==> src/rtl/bias_add_10_pkg.sv <==
// Shared sizes and helpers for the layer-10 bias stage.
package bias_add_10_pkg;

  // Layer-10 sizing (coefficient width, output channels, pixels per channel)
  localparam int unsigned COEFF_WIDTH   = 16;
  localparam int unsigned KERN_S_K_10   = 32;
  localparam int unsigned PIX_PER_CH_10 = 64;

  // FIFO handshake strobes produced by the stage in one cycle
  typedef struct packed {
    logic bias_rd;
    logic in_rd;
    logic out_wr;
  } strobe_t;

  // Counter width able to hold 0..n-1, never narrower than one bit
  function automatic int unsigned cnt_w(input int unsigned n);
    return (n > 1) ? $clog2(n) : 1;
  endfunction

endpackage

==> src/rtl/bias_add_10_sat_add.sv <==
// sat_add: combinational signed add of two W-bit operands, clamped to the W-bit range.
module bias_add_10_sat_add #(
  parameter int unsigned W = 16
) (
  input  logic signed [W-1:0] a_i,
  input  logic signed [W-1:0] b_i,
  output logic signed [W-1:0] sum_o
);

  localparam logic signed [W-1:0] MAX_V = {1'b0, {(W-1){1'b1}}};
  localparam logic signed [W-1:0] MIN_V = {1'b1, {(W-1){1'b0}}};

  logic signed [W:0] sum_wide;

  // One extra bit of headroom; the top two bits disagree only on overflow
  always_comb begin
    sum_wide = {a_i[W-1], a_i} + {b_i[W-1], b_i};
    sum_o    = sum_wide[W-1:0];
    if (sum_wide[W] != sum_wide[W-1]) begin
      sum_o = sum_wide[W] ? MIN_V : MAX_V;
    end
  end

endmodule

==> src/rtl/bias_add_10.sv <==
// Layer-10 bias stage: pops one bias per channel, adds it with saturation to
// every accumulator sample of that channel and pushes the result downstream.
module bias_add_10
  import bias_add_10_pkg::*;
#(
  parameter int unsigned DATA_W     = COEFF_WIDTH,
  parameter int unsigned NUM_CH     = KERN_S_K_10,
  parameter int unsigned PIX_PER_CH = PIX_PER_CH_10
) (
  input  logic              ap_clk,
  input  logic              ap_rst,
  input  logic [DATA_W-1:0] bias_V_dout,
  input  logic              bias_V_empty_n,
  output logic              bias_V_read,
  input  logic [DATA_W-1:0] input_V_dout,
  input  logic              input_V_empty_n,
  output logic              input_V_read,
  output logic [DATA_W-1:0] output_V_din,
  input  logic              output_V_full_n,
  output logic              output_V_write,
  output logic              frame_done
);

  localparam int unsigned CH_W  = cnt_w(NUM_CH);
  localparam int unsigned PIX_W = cnt_w(PIX_PER_CH);

  localparam logic [CH_W-1:0]  LAST_CH  = CH_W'(NUM_CH - 1);
  localparam logic [PIX_W-1:0] LAST_PIX = PIX_W'(PIX_PER_CH - 1);

  localparam logic [0:0] S_BIAS = 1'b0;
  localparam logic [0:0] S_DATA = 1'b1;

  logic [0:0]        state_q,      state_d;
  logic [CH_W-1:0]   ch_cnt_q,     ch_cnt_d;
  logic [PIX_W-1:0]  pix_cnt_q,    pix_cnt_d;
  logic [DATA_W-1:0] bias_q,       bias_d;
  logic              out_valid_q,  out_valid_d;
  logic [DATA_W-1:0] dout_q,       dout_d;
  logic              frame_done_q, frame_done_d;

  strobe_t           strb_c;
  logic              accept_c;
  logic [DATA_W-1:0] sum_c;

  // Saturating add of the channel bias onto the accumulator FIFO head
  bias_add_10_sat_add #(
    .W (DATA_W)
  ) u_sat_add (
    .a_i   (input_V_dout),
    .b_i   (bias_q),
    .sum_o (sum_c)
  );

  // Next-state, counters, output register update and FIFO strobes
  always_comb begin
    state_d      = state_q;
    ch_cnt_d     = ch_cnt_q;
    pix_cnt_d    = pix_cnt_q;
    bias_d       = bias_q;
    out_valid_d  = out_valid_q;
    dout_d       = dout_q;
    frame_done_d = 1'b0;
    accept_c     = 1'b0;
    strb_c       = '0;

    // Pending result drains whenever the output FIFO has room
    strb_c.out_wr = out_valid_q & output_V_full_n;
    if (strb_c.out_wr) begin
      out_valid_d = 1'b0;
    end

    case (state_q)
      S_BIAS: begin
        strb_c.bias_rd = bias_V_empty_n;
        if (bias_V_empty_n) begin
          bias_d    = bias_V_dout;
          pix_cnt_d = '0;
          state_d   = S_DATA;
        end
      end

      S_DATA: begin
        // A new sample may enter only if the output slot is free or draining now
        accept_c     = input_V_empty_n & (~out_valid_q | output_V_full_n);
        strb_c.in_rd = accept_c;
        if (accept_c) begin
          dout_d      = sum_c;
          out_valid_d = 1'b1;
          if (pix_cnt_q == LAST_PIX) begin
            pix_cnt_d = '0;
            state_d   = S_BIAS;
            if (ch_cnt_q == LAST_CH) begin
              ch_cnt_d     = '0;
              frame_done_d = 1'b1;
            end else begin
              ch_cnt_d = ch_cnt_q + CH_W'(1);
            end
          end else begin
            pix_cnt_d = pix_cnt_q + PIX_W'(1);
          end
        end
      end

      default: begin
        state_d = S_BIAS;
      end
    endcase
  end

  // State and datapath registers, cleared asynchronously
  always_ff @(posedge ap_clk or posedge ap_rst) begin
    if (ap_rst) begin
      state_q      <= S_BIAS;
      ch_cnt_q     <= '0;
      pix_cnt_q    <= '0;
      bias_q       <= '0;
      out_valid_q  <= 1'b0;
      dout_q       <= '0;
      frame_done_q <= 1'b0;
    end else begin
      state_q      <= state_d;
      ch_cnt_q     <= ch_cnt_d;
      pix_cnt_q    <= pix_cnt_d;
      bias_q       <= bias_d;
      out_valid_q  <= out_valid_d;
      dout_q       <= dout_d;
      frame_done_q <= frame_done_d;
    end
  end

  // Reset state is S_BIAS, so the bias strobe needs explicit masking during reset
  assign bias_V_read    = strb_c.bias_rd & ~ap_rst;
  assign input_V_read   = strb_c.in_rd   & ~ap_rst;
  assign output_V_write = strb_c.out_wr  & ~ap_rst;
  assign output_V_din   = dout_q;
  assign frame_done     = frame_done_q;

endmodule

==> config.mk <==
export PLATFORM = sky130hd
export DESIGN_NAME = bias_add_10
export DESIGN_NICKNAME = d
export VERILOG_FILES = /design/src/rtl/bias_add_10_pkg.sv /design/src/rtl/bias_add_10_sat_add.sv /design/src/rtl/bias_add_10.sv
export SDC_FILE = /design/constraint.sdc
export NUM_CORES = 1
export LEC_CHECK = 0
export BUFFER_PORTS_ARGS = -buffer_cell sky130_fd_sc_hd__buf_2
export CAP_MARGIN = 20
export CORE_MARGIN = 2
export CORE_UTILIZATION = 40
export CTS_BUF_LIST = sky130_fd_sc_hd__clkbuf_16
export DETAILED_ROUTE_END_ITERATION = 10
export PLACE_DENSITY = 0.72
export SYNTH_ARGS = -nofsm -noshare
export SYNTH_HDL_FRONTEND = slang
export SYNTH_SLANG_ARGS = --single-unit
export TNS_END_PERCENT = 10
==> constraint.sdc <==
create_clock -name ap_clk -period 2.5 [get_ports ap_clk]
set_input_delay 0.625 -clock ap_clk [delete_from_list [all_inputs] [get_ports ap_clk]]
set_output_delay 0.625 -clock ap_clk [all_outputs]
set_load 0.005 [all_outputs]
; ---- After elaboration in Yosys (flattened, before gate mapping)
; Cells that the tools add are included.
[word_totals]
register_bits = 46
elab_cells = 48
inputBits = 37
output_inout_bits = 20
[op_classes]
reduce_logical = 4
eq_ne = 5
bitwise_logic = 9
n_mux = 20
n_addsub = 3
[op_table]
columns = cell, count
row1 = 16-bit 2-to-1 mux, 2
row2 = 6-bit 2-to-1 mux, 3
row3 = 16-bit by 16-bit adder with 17-bit output, 1
row4 = 1-bit 2-to-1 mux, 12
row5 = 6-bit case mux with 2 select lines, 1
row6 = 6-bit by 1-bit adder with 6-bit output (second input constant), 1
row7 = 6-bit equality test (second input constant), 1
row8 = 2-bit AND reduction, 3
row9 = 5-bit by 1-bit adder with 5-bit output (second input constant), 1
row10 = 1-bit AND, 5
row11 = 5-bit equality test (second input constant), 1
row12 = 5-bit 2-to-1 mux, 1
row13 = 1-bit inverter, 3
row14 = 3-bit AND reduction, 1
row15 = 2-bit by 1-bit inequality test with 1-bit output (second input constant), 1
row16 = 2-bit inequality test (second input constant), 1
row17 = 1-bit case mux with 2 select lines, 1
row18 = 1-bit inequality test, 1
row19 = 1-bit bitwise OR, 1

; ---- Logic depth before layout (Yosys ltp)
[logic_depth]
word_depth = 5
ltp_mapped = 11
depth_no_buf = 10

; ---- Modules after synthesis
; A second synthesis with hierarchy kept.
[unflattened]
cells_unflattened = 295
hier_area_um2 = 2842.7
[by_module_without_submodules]
columns = module, instances, seq_area_each_um2, cells_per_inst, area_per_inst_um2
row1 = bias_add_10, 1, 1151.1, 173, 1911.8
row2 = bias_add_10_sat_add, 1, 0.0, 122, 930.9

; ---- Worst setup path after synthesis
; No wires, ideal clock.
[synth_path]
path_type = in2reg
startpoint = input port input_V_dout[0]
endpoint = register dout_q[4] (netlist: output_V_din[4])
setup_time_ns = 0.066
cell_stages = 11
required_ns = 2.434
t_arrival_ns = 2.606
n_path_buf = 1
slack_ns = -0.172
path_cell_list = ha_1 -> inv_1 -> fa_1 -> nand2b_1 -> a21oi_2 -> a221oi_2 -> o31ai_2 -> o21ai_4 -> buf_4 -> o22ai_1 -> a22o_1
[synth_between]
elab_chain_cells = 3
word_cells_on_any_way = 4
cone_classes = add/sub (1) / eq/ne (1) / mux (2)
[synth_lines]
columns = item, line
row1 = start: declaration, bias_add_10.sv:15  ; input logic [DATA_W-1:0] input_V_dout,
row2 = 16-bit by 16-bit adder with 17-bit output *, bias_add_10_sat_add.sv:17  ; sum_wide = {a_i[W-1], a_i} + {b_i[W-1], b_i};
row3 = 16-bit 2-to-1 mux or 1-bit inequality test (tied branches), "bias_add_10_sat_add.sv:20, bias_add_10_sat_add.sv:19"
row4 = 16-bit 2-to-1 mux *, bias_add_10_sat_add.sv:19  ; if (sum_wide[W] != sum_wide[W-1]) begin
row5 = end signal: assignment, bias_add_10.sv:126  ; dout_q <= dout_d;
row6 = end: declaration, bias_add_10.sv:38  ; logic [DATA_W-1:0] dout_q, dout_d;
; Mark *: on every way between the ends. The rest lies on a longest branch, timed or not.
; A chain may end at the register's enable or synchronous reset.

; ---- Worst setup path after layout
[layout_path]
startpoint = input port input_V_dout[0]
endpoint = register dout_q[14] (netlist: output_V_din[14])
; The elaborated chain is that of the path after synthesis.

==> results.md <==
- HPWL Detailed: 5760 um
- WL final: 7430 um
- I/O pins: 57
- Residual DRC count: 0
- Yosys warns: 0
- Die Area: 8030 um^2
- Crit-path cells: buf_2 -> ha_4 -> inv_2 -> fa_2 -> nand2b_4 -> a211oi_1 -> nor4_1 -> or3_1 -> a31oi_1 -> o2bb2ai_1 -> a22o_1
- Worst path required time: 2.72 ns
- Int Pwr: 0.00182 W
- Run status: completed
- Compound-Gate Fraction of Synth Area: 0.214
- Number of global-route vias before repair: 2716
- Register area share after synthesis: 0.392
- P_sw: 0.000952 W
- RSZ-0062 raised after global routing: yes
- Global-route wire length before repair: 12400 um
- Synth Cell Area: 2930 um^2
- Final cycle utilization of the critical path: 0.961
- WL/cell: 14.1 um
- Post-Synth Simple-Gate Area: 0.195
- Die width: 89.6 um
- Initial Util: 0.409
- Leakage: 1.89 nW
- Pwr Total: 0.00277 W
- CTS buffer count: 5
- Sw Ratio: 0.343
- Die Height: 89.6 um
- Mux contribution to synthesized area: 0
- Met1 Usage GRT: 0.273
- Drt pass-1 iters: 4
- Synthesized flop and latch total: 46
- Setup-failing EPs final: 0
- Crit path launch type: primary input
- Syn_area_per_cell: 8.91 um^2
- Relative slew slack: 0.605
- Final ANT Viol Nets: 0
- Final hold slack: 0.482 ns
- Worst-Skew Late Latency: 0.28 ns
- Clock Pin Slew Worst Setup and Hold Paths: 0.07 ns
- Yosys cell types: 54
- Combinational Power Share: 0.395
- Via density: 5.15
- DR iter-0 viols: 156
- P per Cell Area: 724 nW/um^2
- Clock tree buffer depth: 2
- XOR/XNOR Fraction of Synth Area: 0.0482
- Worst Max-Slew Pin Slew: 0.593 ns
- Slew Viols, Final: 0
- Crit path kind: primary input to flip-flop
- Clock Root Buffer: clkbuf_16
- Adder-Cell Fraction of Synth Area: 0.107
- Syn Nets: 386
- CP arrival: 2.63 ns
- Met3 usage: 0.0347
- GPL Wtd Cong: 0.923
- Clk_skew: 0.00428 ns
- Kind of cell adding the most delay to the critical path: compound AO/OA/AOI/OAI gates
- GR Util met2: 0.317
- CP max stage cell: or3_1
- Layer with the highest usage: met2
- Ys async rst share: 1.00
- Fmax: 416 MHz
- Worst IR Drop VDD: 0.000412 V
- CTS tree: yes
- Nets@finish: 483
- HP Class: flip-flop to flip-flop
- Min Tclk post-route: 2.40 ns
- Clk pwr share: 0.244
- Crit path buf inv count: 2
- Largest net degree at the start of global routing: 47
- CP max stage delay: 0.40 ns
- N_diodes: 0
- Hold Violations, Final: 0
- Core Rows: 31
- Flop pwr share: 0.361
- Via count: 2710
- Antenna violations before repair: 0
- Primary FF master, synth: dfrtp_1
- Core Region: 7180 um^2
- Max cap viols: 0
- Main combinational cell family by area after synthesis: compound AO/OA/AOI/OAI gates
- Global Route Usage Sum: 0.200
- Synthesis-to-layout area growth: 30.5%
- H-tree lvl count: 2
- Critical Path Sink Type: flip-flop
- Port Buf Inserts: 56
- Clock Sinks: 46
- Mapped Cells: 329
- CP Max Fanout: 3
- Remaining global-route overflow: 0
- Layout cells sized above 1: 0.321
- Number of flops mapped to enable cells by yosys: 0
## metrics by stage
step	cells	TNS [ns]	setup WS, ns	instance area, um^2	utilization
floorplan	329	-0.153	-0.0216	2990	-
global placement	514	-3.04	-0.223	3640	0.508
detailed placement	514	-3.76	-0.277	3640	0.508
CTS	522	0	0.0167	3790	0.529
global route	526	-0.0425	-0.0184	3830	0.534
finish	526	0	0.0980	3830	0.534
## metal layers
layer	part of all wire	wire length, um	up-vias
li1	-	-	1356
met1	0.48	3540	1273
met2	0.47	3460	69
met3	0.042	310	12
met4	0.017	124	0
met5	0	0	-
## area by class of cell
cell class | count | area, um^2
fillers | 669 | 3350
multi-input cells | 260 | 1720
flip-flops and latches | 46 | 1150
repair buffers | 105 | 652
clock buffers | 5 | 125
well taps | 99 | 124
inverters | 8 | 30.0
clock inverters | 3 | 25.0
## cells in the final DEF (no fill, tap or decap), drive strengths merged, types with 6 or more instances in the layout
cell / count
buf: 105
nand2: 73
dfrtp: 46
o21ai: 29
nor2: 22
ha: 19
a21oi: 17
nand3: 10
a22o: 9
inv: 9
xor2: 8
nand2b: 6
xnor2: 6
## cells by family (layout without fill, tap and decap cells)
| family | after synthesis | in the layout |
|---|---|---|
| adder cells (fa/ha/maj) | 25 | 25 |
| AO/OA/AOI/OAI | 88 | 90 |
| flip-flops | 46 | 46 |
| AND/OR/NAND/NOR | 131 | 131 |
| buffers and inverters | 25 | 121 |
| XOR/XNOR | 14 | 14 |
## power groups by stage
stage               Combinational [W]  Sequential [W]  Clock, W
global route                  0.00122         0.00102  0.000725
floorplan                    0.000674        0.000999         0
global placement              0.00104         0.00101         0
finish                        0.00109         0.00100  0.000677
CTS                           0.00107         0.00100  0.000696
detailed placement            0.00107         0.00102         0
## cell usage after synthesis, drive strengths merged, types with 2 or more instances
cell type / count / share of area
clkbuf: 8 / 0.010
xor2: 8 / 0.024
or3: 2 / 0.0043
o21ai: 28 / 0.055
o211ai: 3 / 0.0077
nand4: 3 / 0.0064
o21a: 3 / 0.0081
inv: 8 / 0.010
nor3: 2 / 0.0034
and2: 2 / 0.0043
xnor2: 6 / 0.024
nand2b: 6 / 0.013
nor2: 22 / 0.028
and3: 5 / 0.011
ha: 19 / 0.081
a22o: 9 / 0.027
a21oi: 16 / 0.034
nand2: 73 / 0.094
o31ai: 2 / 0.0068
nand3: 10 / 0.017
dfrtp: 46 / 0.39
a31oi: 5 / 0.011
o21bai: 2 / 0.0051
nor2b: 3 / 0.0064
maj3: 5 / 0.019
buf: 9 / 0.023
a211oi: 5 / 0.013
a21o: 4 / 0.010
## sequential cells by signal, indices dropped and copies added (netlist names)
| signal | count |
|---|---|
| pix_cnt_q | 6 |
| state_q | 1 |
| bias_q | 16 |
| out_valid_q | 1 |
| output_V_din | 16 |
| ch_cnt_q | 5 |
| frame_done | 1 |
## final timing paths
path / startpoint / slack (ns) / depth (start not counted) / endpoint
max reg2reg: bias_q[0] / 0.15 / 10 / output_V_din[14]
min reg2reg: bias_q[6] / 0.48 / 2 / bias_q[6]
max in group asynchronous: ap_rst / 1.52 / 3 / output_V_din[14]
max: input_V_dout[0] / 0.1 / 11 / output_V_din[14]
min in group asynchronous: ap_rst / 0.59 / 3 / bias_q[0]
min: bias_q[6] / 0.48 / 2 / bias_q[6]
## worst register-to-register path: stages, from the launching register on
cell	delay, ns
dfrtp_1	0.38
ha_4	0.14
inv_2	0.04
fa_2	0.38
nand2b_4	0.17
a211oi_1	0.29
nor4_1	0.09
or3_1	0.40
a31oi_1	0.15
o2bb2ai_1	0.13
a22o_1	0.13
## timing repair
action,in CTS,in global routing
buffers inserted,0,2
setup endpoints to repair,0,15
resized for setup,0,2
hold buffers,0,0
No activity file was read; power rests on OpenSTA's default activity.
